**src/rtl/demux_8_1_pkg.sv**
```systemverilog
// Shared constants and the select-to-lane helper for the 1-to-8 demultiplexer.
package demux_pkg;

   localparam int N_OUT = 8;
   localparam int SEL_W = 3;

   function automatic logic [N_OUT-1:0] lane_mask(input logic [SEL_W-1:0] sel);
      logic [N_OUT-1:0] mask;
      mask = '0;
      mask[sel] = 1'b1;
      return mask;
   endfunction

endpackage

```
**src/rtl/demux_8_1_if.sv**
```systemverilog
// Bus carrying the steered data, the lane select and the registered lane outputs.
interface demux_8_1_if
   import demux_pkg::*;
   #(parameter int W = 1);

   logic [W-1:0]       A;
   logic [SEL_W-1:0]   s;
   logic [N_OUT*W-1:0] d;
   logic [N_OUT-1:0]   sel_oh;

   modport master (output A, output s, input d, input sel_oh);
   modport slave  (input A, input s, output d, output sel_oh);

endinterface

```
**src/rtl/demux_8_1_decoder.sv**
```systemverilog
// Combinational 3-bit to 8-bit one-hot decoder driving lane gating and sel_oh.
module decoder_3to8
   import demux_pkg::*;
(
   input  logic [SEL_W-1:0] sel_i,
   output logic [N_OUT-1:0] oneHot_o
);

   assign oneHot_o = lane_mask(sel_i);

endmodule

```
**src/rtl/demux_8_1.sv**
```systemverilog
// Registered 1-to-8 demultiplexer: A lands on lane s one clock later, other lanes read zero.
module demux_8_1
   import demux_pkg::*;
   #(parameter int W = 1)
(
   input  logic        clk,
   input  logic        rst_n,
   demux_8_1_if.slave  bus
);

   logic [N_OUT-1:0]   laneSel;
   logic [N_OUT*W-1:0] d_d;
   logic [N_OUT*W-1:0] d_q;
   logic [N_OUT-1:0]   selOh_d;
   logic [N_OUT-1:0]   selOh_q;

   decoder_3to8 u_decoder (
      .sel_i    (bus.s),
      .oneHot_o (laneSel)
   );

   always_comb begin
      d_d = '0;
      for (int i = 0; i < N_OUT; i++) begin
         d_d[i*W +: W] = bus.A & {W{laneSel[i]}};
      end
      selOh_d = laneSel;
   end

   // Reset parks the select on lane 0 so sel_oh stays one-hot even while held.
   always_ff @(posedge clk) begin
      if (!rst_n) begin
         d_q     <= '0;
         selOh_q <= lane_mask(SEL_W'(0));
      end else begin
         d_q     <= d_d;
         selOh_q <= selOh_d;
      end
   end

   assign bus.d      = d_q;
   assign bus.sel_oh = selOh_q;

endmodule

```
**src/flat_wrapper.sv**
```systemverilog
// flat-port wrapper written by rule: the top's interface ports become plain ports
module demux_8_1_flat import demux_pkg::*;
#(parameter int W = 1)
  (clk, rst_n, bus_A, bus_s, bus_d, bus_sel_oh);
  demux_8_1_if #(.W(W)) bus_i ();
  input  logic clk;
  input  logic rst_n;
  input wire logic [$bits(bus_i.A)-1:0] bus_A;
  input wire logic [$bits(bus_i.s)-1:0] bus_s;
  output wire logic [$bits(bus_i.d)-1:0] bus_d;
  output wire logic [$bits(bus_i.sel_oh)-1:0] bus_sel_oh;
  assign bus_i.A = bus_A;
  assign bus_i.s = bus_s;
  assign bus_d = bus_i.d;
  assign bus_sel_oh = bus_i.sel_oh;
  demux_8_1 #(.W(W)) u_core (.clk(clk), .rst_n(rst_n), .bus(bus_i));
endmodule
```
**config.mk**
```make
export PLATFORM = sky130hd
export DESIGN_NAME = demux_8_1_flat
export DESIGN_NICKNAME = d
export VERILOG_FILES = /design/src/rtl/demux_8_1_pkg.sv /design/src/rtl/demux_8_1_if.sv /design/src/rtl/demux_8_1_decoder.sv /design/src/rtl/demux_8_1.sv /design/src/flat_wrapper.sv
export SDC_FILE = /design/constraint.sdc
export NUM_CORES = 1
export LEC_CHECK = 0
export ABC_CLOCK_PERIOD_IN_PS = 800
export BUFFER_PORTS_ARGS = -buffer_cell sky130_fd_sc_hd__buf_2
export CAP_MARGIN = 20
export CORE_MARGIN = 2
export CORE_UTILIZATION = 38
export CTS_CLUSTER_SIZE = 24
export DETAILED_ROUTE_END_ITERATION = 10
export GPL_ROUTABILITY_DRIVEN = 0
export MAX_ROUTING_LAYER = met4
export PLACE_DENSITY = 0.74
export SKIP_CTS_REPAIR_TIMING = 1
export SLEW_MARGIN = 10
export SYNTH_ARGS = -nofsm -noshare
export SYNTH_HDL_FRONTEND = slang
export SYNTH_HIERARCHICAL = 1
export SYNTH_SLANG_ARGS = --single-unit
```
**constraint.sdc**
```tcl
create_clock -name clk -period 0.8 [get_ports clk]
set_input_delay 0.08 -clock clk [delete_from_list [all_inputs] [get_ports clk]]
set_output_delay 0.08 -clock clk [all_outputs]
set_load 0.02 [all_outputs]
```
# Word-level counts from Yosys, hierarchy flattened
# Index checks and enable logic that the tools add are counted.
# totals
mem_bits_rw	0
latch_bits	0
mem_count	0
inputBits	6
regBits	16
word_cells	15
romBits	0
out_inout_bits	16
# classes
shift	0
n_mux	2
n_reduce_logical	1
mul	0
magnitude_cmp	2
n_bitwise	8
div	0
add_sub_neg	0
eq_ne	0
# op_table
op	count
1-bit bitwise AND	8
3-bit by 4-bit < comparator with 1-bit output (second input constant)	1
1-bit demux with 3-bit select	1
3-bit by 1-bit greater-or-equal comparator with 1-bit output (second input constant)	1
1-bit logical AND	1
1-bit two-way mux	1

# Depth between registers and ports, before layout
# logic_depth
depth_word	5
ltp_mapped	2
depth_no_buf	2

# Cells and area by module
# Netlist, hierarchy kept.
# by_module_without_submodules
mod	n_inst	area_per_inst_um2	seq_area_each_um2	cells_each
demux_8_1	1	445.4	320.3	33
decoder_3to8	1	65.1	0.0	8

# Worst setup path after synthesis
# Ideal clock, no wire load.
# synth_timing
path_type	input port to flip-flop
startpoint	input bus_s[0]
endpoint	register u_core.d_q[3] (netlist: u_core/bus.d[3])
path_stages	2
t_arrival_ns	0.442
slack_ns	0.242
n_path_buf	0
setup_ns	0.116
required_time_ns	0.684
cell_sequence	and3b_2 and3_2
# synth_between
elab_chain_len	5
word_cells_on_any_way	6
classes_between	2 x order compare; 2 x mux; 1 x bitwise; 1 x reduce/logical
# synth_lines
item	line_no	source
from (decl)	flat_wrapper.sv:9	input wire logic [$bits(bus_i.s)-1:0] bus_s;
3-bit by 4-bit < comparator with 1-bit output (implied by the code) or 3-bit by 1-bit greater-or-equal comparator with 1-bit output (tied branches)	demux_8_1_pkg.sv:10	mask[sel] = 1'b1;
1-bit logical AND (implied by the code)	demux_8_1_pkg.sv:10	
1-bit two-way mux (implied by the code)	demux_8_1_pkg.sv:10	
1-bit demux with 3-bit select *	demux_8_1_pkg.sv:10	
1-bit bitwise AND *	demux_8_1.sv:25	d_d[i*W +: W] = bus.A & {W{laneSel[i]}};
to (signal assigned)	demux_8_1.sv:33	d_q <= '0;
to (signal assigned)	demux_8_1.sv:36	d_q <= d_d;
to (decl)	demux_8_1.sv:13	logic [N_OUT*W-1:0] d_q;
# Mark *: on every way between the ends. The rest lies on a longest branch, timed or not.
# A chain may end at the register's enable or synchronous reset.

# Final worst setup path
# layout_timing
startpoint	register u_core.selOh_q[5] (netlist: u_core/bus.sel_oh[5])
endpoint	output bus_sel_oh[5]
# layout_lines
item	line_no	source
from (decl)	demux_8_1.sv:15	logic [N_OUT-1:0] selOh_q;
from (signal assigned)	demux_8_1.sv:34	selOh_q <= lane_mask(SEL_W'(0));
from (signal assigned)	demux_8_1.sv:37	selOh_q <= selOh_d;
to (decl)	flat_wrapper.sv:11	output wire logic [$bits(bus_i.sel_oh)-1:0] bus_sel_oh;
# No word-level cell between the ends.

==> impl_metrics.py <==
metrics = {
    "finish": {
        "drive_above_1_share": 0.862,
        "final_area_um2": 779,
        "regArea_um2": 340,
        "area_delta_synth_final_pct": 52.7,
        "multi_input_area_um2": 179,
        "n_antenna_cell": 0,
        "num-fill-cells": 110,
        "nets": 72,
    },
    "timing": {
        "setup_viol": 16,
        "fin_ws_ns": -0.0180,
        "hold_slack_ns": 0.0706,
        "period_share": 1.02,
        "timing.final.hold_violations": 0,
        "grt_setup_unrepaired": "true",
        "finalSetupTns_ns": -0.214,
        "drv_slew": 0,
        "max_freq_ghz": 1.22,
        "min_period_ns": 0.818,
        "maxSlewHeadroom": 0.848,
        "worst_pin_slew_ns": 0.227,
    },
    "logic_synthesis": {
        "syn-num-nets": 47,
        "ys_seq_area_frac": 0.627,
        "synth_cell_type_count": 10,
        "postSynthAreaPerCell_um2": 12.5,
        "synth_seq_cells": 16,
        "yosysWarningCount": 6,
        "synth_cells": 41,
        "netlist_area_um2": 510,
    },
    "clocking": {
        "clock-sinks": 16,
        "clk_pin_slew_worst_paths_ns": 0.09,
        "cts_inserted_buffers": 3,
        "cts_tree": "yes",
        "root_buffer": "clkbuf_4",
        "cts.path.max_buffers": 2,
        "h-tree-depth": 1,
    },
    "setup_path": {
        "required_ns": 0.72,
        "cp_max_fo": 1,
        "crit_arrival_ns": 0.74,
        "end_kind": "output port",
        "path_buf_inv": 1,
        "worstSetupStartpointType": "flip-flop",
        "crit_slowest_cell": "dfxtp_2",
        "path_depth": 1,
        "cp_top_family": "flip-flops",
        "startpoint": "u_core/bus.sel_oh[5]$_SDFF_PN0_",
        "crit_type": "reg2out",
        "critPathMaxStageDelay_ns": 0.33,
        "crit_end": "bus_sel_oh[5]",
        "crit_chain": "buf_6",
    },
    "detailed_routing": {
        "route.detailed.drc": 0,
        "dr.pass1.iters": 2,
        "ant_nets": 0,
        "wire_per_inst_um": 12.1,
        "wl_um": 970,
        "vias": 375,
        "drt_iter0_markers": 1,
        "viasPerCell": 4.69,
    },
    "grt": {
        "grt_max_degree": 17,
        "track_usage": 0.118,
        "grt_pass1_wl_um": 1110,
        "grt_overflow_total": 0,
        "first_global_vias": 264,
        "grt_antenna_before_repair": 0,
    },
    "floorplanning": {
        "die_w_um": 40.7,
        "initial_core_util": 0.397,
        "fp-row-count": 13,
        "core_um2": 1280,
        "dieArea_um2": 1650,
        "die_y_um": 40.7,
        "boundaryPins": 22,
    },
    "placed_design": {
        "hpwl_um": 627,
        "port_buffers": 21,
        "place_area_um2": 623,
    },
    "power_and_ir_drop": {
        "p_total_uw": 1490,
        "leakage_uw": 0.000379,
        "power_density_nw_per_um2": 1910,
        "peakVddDrop_mv": 0.752,
    },
    "status": {
        "status": "finished with violations",
        "violations": "negative setup slack",
    },
    "hold_path": {
        "min-delay-start": "rst_n",
        "hp-class": "in2reg",
    },
    "run": {
        "cap_viol_max_count": 0,
    },
}
==> routing by layer <==
metal	up-vias	wire length, um	track usage
met4	0	45	0.150
met1	170	364	0.110
met5	-	0	-
li1	189	-	-
met2	12	526	0.175
met3	4	34	0.0326
==> area by class of cell <==
class | instances | share of cell area
multi-input cells | 24 | 0.230
clock buffers | 4 | 0.0465
flip-flops and latches | 16 | 0.437
repair buffers | 21 | 0.263
well taps | 15 | 0.0241
==> sequential cells by signal (all words and copies together) (netlist names) <==
register           cells
u_core/bus.d           8
u_core/bus.sel_oh      8
==> metrics by stage <==
stage / instances / worst slack [ns] / util
after floorplan: 41 / 0.242 / -
after global placement: 76 / 0.0672 / 0.485
after detailed placement: 76 / 0.0624 / 0.485
after CTS: 80 / -0.0647 / 0.513
after global routing: 80 / -0.0405 / 0.607
final: 80 / -0.0180 / 0.607
==> report_power, final <==
group,internal [uW],switching (uW)
logic,66.8,65.3
registers,819,9.21
clock network,277,255
==> Yosys cell counts <==
cell	count	area, um^2
nor3_1	1	5.00
and2_1	1	6.26
and2_2	6	45.0
buf_6	1	11.3
dfxtp_1	16	320
and3_2	6	45.0
nor3b_1	3	22.5
nand2b_1	1	6.26
and3b_2	3	30.0
and3_1	3	18.8
==> worst min-delay path by stage <==
stage / endpoint / slack [ns] / cells after the start
after global placement: u_core/bus.sel_oh[0]$_SDFF_PN1_ / 0.36 / 2
after detailed placement: u_core/bus.sel_oh[0]$_SDFF_PN1_ / 0.37 / 2
after floorplan: u_core/bus.sel_oh[0]$_SDFF_PN1_ / 0.15 / 1
after global routing: u_core/bus.sel_oh[0]$_SDFF_PN1_ / 0.08 / 2
after CTS: u_core/bus.sel_oh[0]$_SDFF_PN1_ / 0.07 / 2
final: u_core/bus.sel_oh[0]$_SDFF_PN1_ / 0.07 / 2
==> placed cells by master, fill, tap and decap left out <==
cell type  instances
clkbuf_8           1
and3_2             6
and3b_2            3
nor3b_1            3
nand2b_1           1
buf_2              5
and2_2             6
clkbuf_4           3
buf_6             16
and2_1             1
and3_1             3
dfxtp_2           16
nor3_1             1
==> logic make-up (layout without fill, tap and decap cells) <==
kind of cell | Yosys count | after routing | synth area share
buf+inv | 1 | 25 | 0.0221
flops | 16 | 16 | 0.627
simple gates | 24 | 24 | 0.350
No activity file was read; power rests on OpenSTA's default activity.
